[src/rtl/push_arbiter.sv]
// push_arbiter: round-robin arbiter that funnels 4-phase push requests from
// PORT_COUNT ports into one shared FIFO write port.
//
// Ports:
//   clk, reset       - clock (rising edge) and asynchronous active-high reset
//   fifo_push_req    - per-port request, bit i belongs to port i
//   fifo_push_ack    - per-port acknowledge, one-hot or zero
//   fifo_push_data   - port i flit in [SIZE*(i+1)-1 : SIZE*i]
//   fifo_write       - one-cycle write strobe into the FIFO
//   fifo_full        - FIFO cannot accept a write this cycle
//   fifo_item_in     - flit presented to the FIFO, valid with fifo_write
//   grant            - index of the port being served, valid with busy
//   busy             - handshake in progress
module push_arbiter #(
    parameter int ID         = -1,
    parameter int SIZE       = 8,
    parameter int PORT_COUNT = 5,
    parameter int PORT_BITS  = 4
) (
    input  logic                       clk,
    input  logic                       reset,
    input  logic [PORT_COUNT-1:0]      fifo_push_req,
    output logic [PORT_COUNT-1:0]      fifo_push_ack,
    input  logic [PORT_COUNT*SIZE-1:0] fifo_push_data,
    output logic                       fifo_write,
    input  logic                       fifo_full,
    output logic [SIZE-1:0]            fifo_item_in,
    output logic [PORT_BITS-1:0]       grant,
    output logic                       busy
);

    if ((1 << PORT_BITS) < PORT_COUNT) begin : g_bad_params
        $error("push_arbiter %0d: PORT_BITS too small for PORT_COUNT", ID);
    end

    typedef enum logic {IDLE = 1'b0, ACK = 1'b1} state_t;

    state_t                  state_q, state_d;
    logic [PORT_BITS-1:0]    ptr_q, ptr_d;
    logic [PORT_BITS-1:0]    grant_q, grant_d;
    logic [PORT_COUNT-1:0]   ack_q, ack_d;
    logic                    write_q, write_d;
    logic [SIZE-1:0]         item_q, item_d;

    logic                    win_valid;
    logic [PORT_BITS-1:0]    win_idx;
    logic [SIZE-1:0]         win_data;
    int                      p;

    // Search ptr, ptr+1, ... modulo PORT_COUNT. Walking the offsets from
    // high to low lets the nearest requester overwrite farther ones.
    always_comb begin
        win_valid = 1'b0;
        win_idx   = '0;
        p         = 0;
        for (int k = PORT_COUNT - 1; k >= 0; k--) begin
            p = int'(ptr_q) + k;
            if (p >= PORT_COUNT) p = p - PORT_COUNT;
            if (fifo_push_req[p]) begin
                win_valid = 1'b1;
                win_idx   = PORT_BITS'(p);
            end
        end
    end

    always_comb begin
        win_data = '0;
        for (int i = 0; i < PORT_COUNT; i++) begin
            if (win_idx == PORT_BITS'(i)) win_data = fifo_push_data[i*SIZE +: SIZE];
        end
    end

    always_comb begin
        state_d = state_q;
        ptr_d   = ptr_q;
        grant_d = grant_q;
        ack_d   = ack_q;
        item_d  = item_q;
        write_d = 1'b0;       // strobe is a single-cycle pulse by construction
        case (state_q)
            IDLE: begin
                if (win_valid && !fifo_full) begin
                    grant_d          = win_idx;
                    item_d           = win_data;
                    write_d          = 1'b1;
                    ack_d            = '0;
                    ack_d[win_idx]   = 1'b1;
                    state_d          = ACK;
                end
            end
            ACK: begin
                // Only the granted port's req matters here; fifo_full is
                // irrelevant because the write has already gone out.
                if (!fifo_push_req[grant_q]) begin
                    ack_d   = '0;
                    ptr_d   = (grant_q == PORT_BITS'(PORT_COUNT - 1)) ? '0 : grant_q + 1'b1;
                    state_d = IDLE;
                end
            end
            default: state_d = IDLE;
        endcase
    end

    always_ff @(posedge clk or posedge reset) begin
        if (reset) begin
            state_q <= IDLE;
            ptr_q   <= '0;
            grant_q <= '0;
            ack_q   <= '0;
            write_q <= 1'b0;
            item_q  <= '0;
        end else begin
            state_q <= state_d;
            ptr_q   <= ptr_d;
            grant_q <= grant_d;
            ack_q   <= ack_d;
            write_q <= write_d;
            item_q  <= item_d;
        end
    end

    assign fifo_push_ack = ack_q;
    assign fifo_write    = write_q;
    assign fifo_item_in  = item_q;
    assign grant         = grant_q;
    assign busy          = (state_q == ACK);

endmodule

[config.mk]
export PLATFORM = sky130hd
export DESIGN_NAME = push_arbiter
export DESIGN_NICKNAME = d
export VERILOG_FILES = /design/src/rtl/push_arbiter.sv
export SDC_FILE = /design/constraint.sdc
export NUM_CORES = 1
export LEC_CHECK = 0
export CAP_MARGIN = 15
export CORE_UTILIZATION = 52
export DETAILED_ROUTE_END_ITERATION = 6
export GPL_TIMING_DRIVEN = 0
export PLACE_DENSITY = 0.9
export SLEW_MARGIN = 0
export SYNTH_ARGS = -nofsm -noshare
export SYNTH_HDL_FRONTEND = slang
export SYNTH_SLANG_ARGS = --single-unit
[constraint.sdc]
create_clock -name clk -period 5.35 [get_ports clk]
set_clock_uncertainty 0.2 [all_clocks]
set_input_delay 0.8025 -clock clk [delete_from_list [all_inputs] [get_ports clk]]
set_output_delay 0.8025 -clock clk [all_outputs]
set_load 0.02 [all_outputs]
# Word-level counts from Yosys, hierarchy flattened
# Cells that the tools add are included.
# totals
output_inout_bits,19
elab_cells,92
inputBits,48
register_bits,23
# classes
bitwise,2
n_addsub,10
order_cmp,13
n_reduce_logical,7
n_eq_ne,7
mux,47
# ops
operator,count
32-bit by 5-bit < comparator with 1-bit output (second input constant),5
32-bit 2-to-1 mux,5
8-bit 2-to-1 mux,5
4-bit 2-to-1 mux,6
5-bit by 3-bit subtractor with 6-bit output (second input constant),4
5-bit by 3-bit >= comparator with 1-bit output (second input constant),4
1-bit 2-to-1 mux,20
1-bit binary-select mux with 3-bit select,6
4-bit by 2-bit adder with 5-bit output (second input constant),2
5-bit 2-to-1 mux,2
5-bit one-hot mux with 2 select lines,1
4-bit by 2-bit == test with 1-bit output (second input constant),2
4-bit by 3-bit == test with 1-bit output (second input constant),2
4-bit < comparator (second input constant),2
2-bit AND reduction,3
4-bit by 1-bit adder with 5-bit output (second input constant),1
4-bit by 3-bit adder with 5-bit output (second input constant),1
4-bit by 3-bit subtractor with 5-bit output (second input constant),1
4-bit by 1-bit adder with 4-bit output (second input constant),1
4-bit by 1-bit == test with 1-bit output (second input constant),1
4-bit by 1-bit >= comparator with 1-bit output (second input constant),1
4-bit by 3-bit >= comparator with 1-bit output (second input constant),1
4-bit logical NOT,1
2-bit inequality test (second input constant),2
other kinds (5),7

# Longest topological paths before layout
# Gate-level depths: netlist of the first run.
# logic_depth
depth_word,17
ltp_mapped,16
mapped_depth_nobuf,13

# Least setup slack after synthesis of the first run
# OpenSTA, ideal clock, no wires.
# synth_timing
path_kind,register -> register
startpoint,reg ptr_q[1]
endpoint,"reg item_q[0], in the netlist fifo_item_in[0]"
arrival_time_ns,3.782
slack_ns,1.242
setup_ns,0.126
period_less_slack_ns,4.108
stages_incl_launch_ff,16
path_buffers,4
required_time_ns,5.024
cell_sequence,dfrtp_1 > clkbuf_1 > inv_1 > ha_1 > buf_2 > mux4_2 > o21bai_1 > o211a_1 > clkbuf_1 > or4b_4 > o21bai_4 > o211ai_2 > and2_1 > buf_6 > a221oi_2 > a221o_1
# synth_via
elab_chain_cells,17
elab_cells_between_ends,56
classes_between,add/sub: 9; order compare: 5; eq/ne: 4; mux: 35; reduce/logical: 3
# synth_lines
element,line,source
"start, declared",39,"logic [PORT_BITS-1:0] ptr_q, ptr_d;"
"start signal, assigned",114,ptr_q <= ptr_d;
4-bit by 3-bit adder with 5-bit output,57,p = int'(ptr_q) + k;
5-bit by 3-bit subtractor with 6-bit output / 5-bit by 3-bit >= comparator with 1-bit output (equally long branches),58,if (p >= PORT_COUNT) p = p - PORT_COUNT;
32-bit 2-to-1 mux,58,
1-bit binary-select mux with 3-bit select,59,if (fifo_push_req[p]) begin
1-bit 2-to-1 mux (not written as such) (2 in series),59,
4-bit 2-to-1 mux (5 in series),59,
4-bit logical NOT,69,if (win_idx == PORT_BITS'(i)) win_data = fifo_push_data[i*SIZE +: SIZE];
8-bit 2-to-1 mux (5 in series),69,
"end signal, assigned",118,item_q <= item_d;
"end, declared",43,"logic [SIZE-1:0] item_q, item_d;"
# Parallel ways exist; a longest one is shown, timed or not. The select of a mux whose other input is x is not followed.
# A chain may end at the register's enable or synchronous reset.

# Worst setup path in the final report of the first run
# layout_timing
startpoint,reg ptr_q[1]
endpoint,"reg item_q[6], in the netlist fifo_item_in[6]"
# The elaborated chain is that of the path after synthesis.

==> results of run 1 <==
## flip-flops by register name, summed over array words and instances, names as in the netlist
name	count
fifo_push_ack	5
busy	1
grant	4
ptr_q	4
fifo_item_in	8
fifo_write	1
## cells in the final DEF, fill, tap and decap left out, types with 3 or more instances in the layout
cell	n
mux2i_1	7
nand2b_1	12
xnor2_1	7
a21o_1	5
dfrtp_1	23
inv_1	17
nor3_1	6
buf_2	11
inv_2	3
a31oi_1	7
a211oi_1	3
clkbuf_1	8
nor2b_1	3
and3_1	3
a221oi_2	8
mux4_2	5
nand4_1	9
ha_1	18
nor2_1	26
o21ai_0	15
o211a_1	3
clkdlybuf4s50_1	66
nand2_1	49
nand3_1	11
o21ai_1	3
and2_1	4
o21bai_1	3
xor2_1	3
clkbuf_8	3
o211ai_1	3
a22o_1	9
a221o_1	8
a21oi_1	10
a211o_1	4
## logic make-up (layout without fill, tap and decap cells)
kind of cell             count (synthesis)  after routing  synth area share, %
adder cells (fa/ha/maj)                 18             18                 7.67
AND/OR/NAND/NOR                        137            137                 23.2
AO/OA/AOI/OAI                          110            110                 33.1
multiplexers                            13             13                 6.60
XOR/XNOR                                11             11                 3.54
flip-flops                              23             23                 19.6
buffers and inverters                   42            112                 6.35
## critical path, cell delays in order, from the launching register on
cell and delay, ns:
dfrtp_1 0.50, clkbuf_1 0.41, inv_1 0.28, ha_1 0.33, buf_2 0.20, mux4_2 0.38
inv_1 0.05, o32ai_1 0.62, o21bai_1 0.32, nor4_2 0.12, a311o_1 0.37, nor4_2 0.89
a221o_1 0.31
## cell type report
| type | count | area, µm² |
|---|---|---|
| multi-input cells | 289 | 2170 |
| plain buffers | 22 | 111 |
| clock buffers | 3 | 41.3 |
| repair buffers | 66 | 661 |
| inverters | 20 | 75.1 |
| flip-flops and latches | 23 | 576 |
| fillers | 426 | 1540 |
| well taps | 70 | 87.6 |
| clock inverters | 1 | 5.00 |
## stage by stage
stage | cells | setup WS, ns | hold WS [ns] | utilization (%) | cell area [µm²]
6_report | 494 | 0.303 | 0.289 | 70.8 | 3730
5_1_grt | 494 | 0.189 | 0.316 | 70.8 | 3730
4_1_cts | 494 | 0.450 | 0.293 | 70.8 | 3730
3_5_place_dp | 490 | 0.485 | 0.280 | 69.9 | 3680
3_3_place_gp | 490 | 0.532 | 0.264 | 69.9 | 3680
2_1_floorplan | 354 | 1.24 | 0.378 | - | 2940
## how the worst max path moves through the flow
stage	endpoint	slack [ns]	cells after the start
floorplan	fifo_item_in[0]	1.24	15
global placement	fifo_item_in[6]	0.53	13
detailed placement	fifo_item_in[6]	0.48	13
CTS	fifo_item_in[6]	0.45	13
global route	fifo_item_in[3]	0.19	12
finish	fifo_item_in[6]	0.30	12
## routing by layer
metal / wire length, µm / up-vias
met3: 593 / 22
met2: 4550 / 155
met1: 3920 / 1531
met4: 172 / 0
met5: 0 / -
li1: - / 1474
==> impl_metrics.env, run 1 <==
export IMPL_postCtsHoldBufs=0
export IMPL_yosys_area_top_type="dfrtp_1"
export IMPL_fin_tns_setup_ns=0
export IMPL_worst_slew_pin_slew_ns=0.990
export IMPL_grt_busiest_layer="met2"
export IMPL_worstRegToRegCells=12
export IMPL_max_cap_viol_count=0
export IMPL_clk_latency_ns=0.26
export IMPL_ios=67
export IMPL_die_area_mm2=0.00595
export IMPL_drive_gt1_share_pct=12.0
export IMPL_ys_flop_type="dfrtp_1"
export IMPL_cts_buffer_depth=2
export IMPL_finalCritPeriodShare_pct=94.3
export IMPL_worst_setup_path_start_kind="register"
export IMPL_required_ns=5.36
export IMPL_clk_pin_slew_worst_paths_ns=0.09
export IMPL_hold_depth=2
export IMPL_r2r_start="ptr_q[1]"
export IMPL_postCtsSetupBuffers=0
export IMPL_critical_path_arrival_ns=5.05
export IMPL_yosys_register_bits=23
export IMPL_synth_net_count=420
export IMPL_initial_core_util_pct=55.7
export IMPL_diodes=0
export IMPL_die_h_um=77.2
export IMPL_die_width_um=77.2
export IMPL_routed_wl_um=9230
export IMPL_grt_usage_pct=31.1
export IMPL_portBuffers=66
export IMPL_antenna_found_initial=0
export IMPL_grtUsageMet2_pct=53.1
export IMPL_relSlewSlack_pct=33.4
export IMPL_gp_congestion=0.969
export IMPL_core_area_mm2=0.00527
export IMPL_seq_area_frac_synth_pct=19.6
export IMPL_drt_pass1_iterations=5
export IMPL_hold_class="reg -> reg"
export IMPL_synth_most_common_cell="nand2_1"
export IMPL_grt_pass1_wl_um=14800
export IMPL_synth_avg_cell_area_um2=8.30
export IMPL_clkSinkCount=23
export IMPL_cp_startpoint="ptr_q[1]"
export IMPL_yosysWarnings=0
export IMPL_hp_start="fifo_push_ack[0]"
export IMPL_cts_resized=0
export IMPL_rsz0062_at_grt="false"
export IMPL_synth_edf_count=0
export IMPL_use_met1_pct=40.6
export IMPL_synth_common_cells="nand2_1 (49), nor2_1 (26), dfrtp_1 (23)"
export IMPL_nets=491
export IMPL_netlist_area_leader_share_pct=19.6
export IMPL_drtIter0Drc=252
export IMPL_crit_path_end_kind="register"
export IMPL_ant_nets=0
export IMPL_wl_per_cell_um=18.7
export IMPL_cts_buffers=3
export IMPL_worstSetupPathType="reg -> reg"
export IMPL_rows=26
export IMPL_grt_pass1_vias=3053
export IMPL_r2r_slack_ns=0.30
export IMPL_cts_tree="built"
export IMPL_drc=0
export IMPL_drv_slew=0
export IMPL_regToRegEndpoint="fifo_item_in[6]"
export IMPL_avgViaCountPerCell=6.44
export IMPL_use_met3_pct=3.33
export IMPL_synth_area_top_cells="dfrtp_1 (20%), ha_1 (7.7%), nand2_1 (6.3%), a221oi_2 (4.1%), mux4_2 (3.8%)"
export IMPL_dr_total_vias=3182
export IMPL_syn_area_mm2=0.00294
export IMPL_status="completed"
export IMPL_fmax_ghz=0.198
export IMPL_cts_max_level=1
export IMPL_grt_max_degree=24
export IMPL_grt_ovfl_total=0
export IMPL_ctsRootBufferMaster="clkbuf_8"
export IMPL_setup_violations=0
export IMPL_synthArstFlopShare_pct=100
export IMPL_hold_viol=0
export IMPL_crit_fanout=10
export IMPL_synth_cell_types=73
export IMPL_period_minus_slack_ns=5.05
export IMPL_syn_instance_count=354
export IMPL_worstHoldEndpoint="fifo_push_ack[0]"
export IMPL_area_delta_synth_final_pct=27.1
export IMPL_dp_hpwl_um=7110
Power of run 1 is not shown: default switching activity piles up to over one toggle a cycle in this logic, so the estimate is an artifact.
==> run 2, diff against run 1 <==
- REMOVE_ABC_BUFFERS: not set -> 1
- clock period: 5.35 -> 4.8 ns (I/O delays scaled with it)
==> run 2 against run 1 <==
Sequential share of layout area is 0.19 points lower. Setup slack worse by 0.22 ns. Die area stayed put. Sequential cell count is the same. Via count is 2.2% higher. Critical path depth fell by 2.
==> impl_metrics.env, run 2 (same netlist as run 1, synthesis figures left out) <==
export IMPL_status="completed"
export IMPL_drc=0
export IMPL_worstSetupPathType="reg -> reg"
export IMPL_r2r_start="ptr_q[0]"
export IMPL_hold_class="reg -> reg"
export IMPL_ant_nets=0
export IMPL_required_ns=4.75
export IMPL_avgViaCountPerCell=6.69
export IMPL_wl_per_cell_um=19.8
export IMPL_core_area_mm2=0.00527
export IMPL_crit_family="compound AO/OA/AOI/OAI gates"
export IMPL_nets=483
export IMPL_dr_total_vias=3253
export IMPL_drv_slew=0
export IMPL_cts_buffer_depth=2
export IMPL_slowest_stage="dfrtp_4"
export IMPL_place_ws_ns=-1.36
export IMPL_grt_max_degree=35
export IMPL_cts_max_level=1
export IMPL_drive_gt1_share_pct=13.9
export IMPL_period_minus_slack_ns=4.71
export IMPL_area_delta_synth_final_pct=30.0
export IMPL_final_common_cell="clkdlybuf4s50_1"
export IMPL_clk_latency_ns=0.27
export IMPL_rows=26
export IMPL_clk_pin_slew_worst_paths_ns=0.09
export IMPL_hold_depth=2
export IMPL_final_cell_mix="clkdlybuf4s50_1 (66), nand2_1 (49), nor2_1 (26)"
export IMPL_seq_area_um2=582
export IMPL_grt_pass1_vias=2953
export IMPL_worstHoldEndpoint="fifo_push_ack[0]"
export IMPL_max_cap_viol_count=0
export IMPL_cts_tree="built"
export IMPL_hold_viol=0
export IMPL_routed_wl_um=9630
export IMPL_worst_slew_pin_slew_ns=0.917
export IMPL_portBuffers=66
export IMPL_critical_path_arrival_ns=4.66
export IMPL_die_h_um=77.2
export IMPL_diodes=0
export IMPL_worst_setup_path_start_kind="register"
export IMPL_relSlewSlack_pct=38.8
export IMPL_grt_ovfl_total=0
export IMPL_finalCritPeriodShare_pct=98.2
export IMPL_grt_usage_pct=30.2
export IMPL_path_buf_inv=1
export IMPL_dp_hpwl_um=6640
export IMPL_gp_congestion=0.922
export IMPL_hp_start="fifo_push_ack[0]"
export IMPL_worst_slack_ns=0.0852
export IMPL_die_area_mm2=0.00595
export IMPL_multi_input_area_mm2=0.00226
export IMPL_drt_pass1_iterations=5
export IMPL_worstRegToRegCells=10
export IMPL_nFillCells=400
export IMPL_grt_pass1_wl_um=14600
export IMPL_clkSinkCount=23
export IMPL_setup_violations=0
export IMPL_regToRegEndpoint="fifo_item_in[1]"
export IMPL_crit_path_end_kind="register"
export IMPL_drtIter0Drc=502
export IMPL_r2r_slack_ns=0.09
export IMPL_crit_fanout=34
export IMPL_initial_core_util_pct=55.7
export IMPL_ctsRootBufferMaster="clkbuf_8"
export IMPL_fmax_ghz=0.212
export IMPL_cpPeakStageDelay_ns=0.70
export IMPL_die_width_um=77.2
export IMPL_cts_buffers=3
export IMPL_crit_chain="inv_2 > ha_4 > mux4_2 > o21bai_1 > o211a_1 > or4b_4 > o211ai_4 > and2_2 > a221oi_2 > a221o_1"
export IMPL_fin_hold_ws_ns=0.305
export IMPL_largest_reg_flops=8
export IMPL_antenna_found_initial=0
export IMPL_ios=67
run 2: cell types whose count changed in the layout (fill, tap and decap cells not counted), sizes merged:
cell,before,now
clkbuf,11,4
buf,14,13
a311o,2,3
clkinv,1,0
run 2: what timing repair did:
item,in CTS,in global routing
endpoints found under the setup margin,19,12
hold buffers,0,0
hold endpoints to repair,0,0
pin swaps,0,4
cloned,0,1
resized for setup,13,3
setup buffers,0,12
run 2: worst max-delay path by stage:
| stage | end | cells past startpoint | from |
|---|---|---|---|
| after global placement | fifo_item_in[3] | 12 | ptr_q[0] |
| after CTS | fifo_item_in[1] | 12 | ptr_q[0] |
| final | fifo_item_in[1] | 10 | ptr_q[0] |
| after global routing | fifo_item_in[1] | 12 | ptr_q[0] |
| after detailed placement | fifo_item_in[1] | 11 | ptr_q[0] |
| after floorplan | fifo_item_in[0] | 12 | ptr_q[0] |
run 2: area by class of cell:
class	count	area share (%)
Multi-Input combinational cell	290	59.1
Timing Repair Buffer	79	20.2
Sequential cell	23	15.2
Tap cell	70	2.29
Inverter	20	1.97
Clock buffer	4	1.18
run 2: stage by stage:
step	instance area, µm²	cells	setup TNS [ns]	util, %
finish	3820	486	0	72.5
global route	3820	486	-0.111	72.5
CTS	3680	473	0	69.9
detailed placement	3580	469	-17.87	67.9
global placement	3570	468	-21.07	67.8
floorplan	2830	332	-1.12	-
run 2: worst min-delay path, cell delays in order (launching register included):
cell     delay, ns
dfrtp_1       0.37
nand2_1       0.06
nand2_1       0.05
run 2: routing by layer:
layer  up-vias  wire (µm)  global-route usage [%]
met5         -          0                       0
met4         0        283                    9.81
met3        37        712                    3.45
met2       197       4770                    50.8
met1      1566       3860                    40.0
li1       1453          -                       -
Power of run 2 is left out for the same reason.
==> run 3, diff against run 2 <==
- CORE_MARGIN: not set -> 2
- CTS_BUF_LIST: not set -> sky130_fd_sc_hd__clkbuf_16
==> run 3 against run 2 <==
Non-clock buffer count shrank 4. Critical path depth grew 2. Clock-buffer cell count shrank 1. Setup slack gained 0.097 ns. First-iteration DRC count shrank 25%. Global-route usage shrank 0.37 points.
==> impl_metrics.env, run 3 (same netlist as run 1, synthesis figures left out) <==
export IMPL_finalCritPeriodShare_pct=96.2
export IMPL_drt_pass1_iterations=5
export IMPL_nets=479
export IMPL_die_area_mm2=0.00626
export IMPL_worst_slew_pin_slew_ns=0.900
export IMPL_fin_util_pct=69.6
export IMPL_clk_latency_ns=0.26
export IMPL_drc=0
export IMPL_core_area_mm2=0.00547
export IMPL_cts_max_level=1
export IMPL_status="completed"
export IMPL_crit_family="compound AO/OA/AOI/OAI gates"
export IMPL_grt_usage_pct=29.8
export IMPL_cts_tree="built"
export IMPL_worstSetupPathType="reg -> reg"
export IMPL_cts_buffer_depth=2
export IMPL_nFillCells=435
export IMPL_largest_reg_flops=8
export IMPL_ant_nets=0
export IMPL_hold_viol=0
export IMPL_grt_pass1_vias=3081
export IMPL_worst_setup_path_start_kind="register"
export IMPL_wl_per_cell_um=19.6
export IMPL_portBuffers=66
export IMPL_fin_hold_ws_ns=0.283
export IMPL_gp_congestion=0.963
export IMPL_grt_max_degree=35
export IMPL_fmax_ghz=0.217
export IMPL_crit_fanout=34
export IMPL_die_width_um=79.2
export IMPL_diodes=0
export IMPL_final_cell_mix="clkdlybuf4s50_1 (66), nand2_1 (49), nor2_1 (26)"
export IMPL_postCtsHoldBufs=0
export IMPL_rows=27
export IMPL_setup_violations=0
export IMPL_slowest_stage="dfrtp_4"
export IMPL_routed_wl_um=9490
export IMPL_final_common_cell="clkdlybuf4s50_1"
export IMPL_dr_total_vias=3210
export IMPL_initial_core_util_pct=53.7
export IMPL_cpPeakStageDelay_ns=0.69
export IMPL_crit_path_frequent_cell="nand2_1"
export IMPL_period_minus_slack_ns=4.62
export IMPL_clk_pin_slew_worst_paths_ns=0.07
export IMPL_hold_class="reg -> reg"
export IMPL_ctsRootBufferMaster="clkbuf_16"
export IMPL_ios=67
export IMPL_avgViaCountPerCell=6.63
export IMPL_relSlewSlack_pct=40.0
export IMPL_required_ns=4.80
export IMPL_dp_hpwl_um=6560
export IMPL_die_h_um=79.2
export IMPL_grt_pass1_wl_um=14800
export IMPL_fin_tns_setup_ns=0
export IMPL_drv_slew=0
export IMPL_grt_ovfl_total=0
export IMPL_max_cap_viol_count=0
export IMPL_crit_path_end_kind="register"
export IMPL_finalNonFillerCells=484
export IMPL_cts_buffers=3
export IMPL_area_delta_synth_final_pct=29.7
export IMPL_drtIter0Drc=378
export IMPL_critical_path_arrival_ns=4.62
export IMPL_place_inst=471
export IMPL_path_buf_inv=1
export IMPL_drive_gt1_share_pct=13.6
export IMPL_clkSinkCount=23
export IMPL_crit_chain="inv_2 > ha_1 > and2_1 > o22ai_2 > and3_1 > mux2i_1 > a41oi_2 > a311o_2 > a211oi_2 > nand2_1 > nand2_1 > a221o_1"
export IMPL_antenna_found_initial=0
-- run 3: timing repair --
action                                  in CTS  in global routing
endpoints found under the setup margin      19                 10
resized for setup                           11                  4
pin swaps                                    0                  3
cloned                                       0                  1
setup buffers                                0                  8
-- run 3: path summary, 6_finish.rpt --
| check | startpoint | endpoint | slack [ns] | depth (start not counted) |
|---|---|---|---|---|
| max | ptr_q[0] | fifo_item_in[6] | 0.18 | 12 |
| min | fifo_push_ack[0] | fifo_push_ack[0] | 0.28 | 2 |
| max reg2reg | ptr_q[0] | fifo_item_in[6] | 0.18 | 12 |
| min reg2reg | fifo_push_ack[0] | fifo_push_ack[0] | 0.28 | 2 |
| max in group asynchronous | reset | ptr_q[0] | 3.00 | 2 |
| min in group asynchronous | reset | fifo_push_ack[1] | 0.75 | 2 |
-- run 3: final cells by class --
cell class	count	area [µm²]	area share, %
Tap cell	72	90.1	2.37
Clock buffer	3	75.1	1.97
Clock inverter	1	5.00	0.131
Multi-Input combinational cell	290	2250	59.2
Sequential cell	23	582	15.3
Inverter	20	75.1	1.97
Timing Repair Buffer	75	728	19.1
-- run 3: worst register-to-register path, stage by stage (launching register included) --
cell and delay [ns]:
dfrtp_4 0.69, inv_2 0.22, ha_1 0.36, and2_1 0.21
o22ai_2 0.23, and3_1 0.38, mux2i_1 0.44, a41oi_2 0.15
a311o_2 0.59, a211oi_2 0.40, nand2_1 0.35, nand2_1 0.17
a221o_1 0.15
-- run 3: per-layer routing --
metal	GRT usage, %	up-vias	part of all wire, %
met2	49.2	204	48
met4	12.4	0	2.7
met1	39.4	1526	41
met3	3.75	27	8.5
li1	-	1453	-
met5	0	-	0
-- run 3: stage by stage --
stage,instance area [µm²],setup slack [ns]
floorplan,2830,-0.130
global placement,3580,-1.73
detailed placement,3580,-1.23
CTS,3710,0.0560
global route,3810,-0.0145
finish,3810,0.183
Power of run 3 is left out for the same reason.
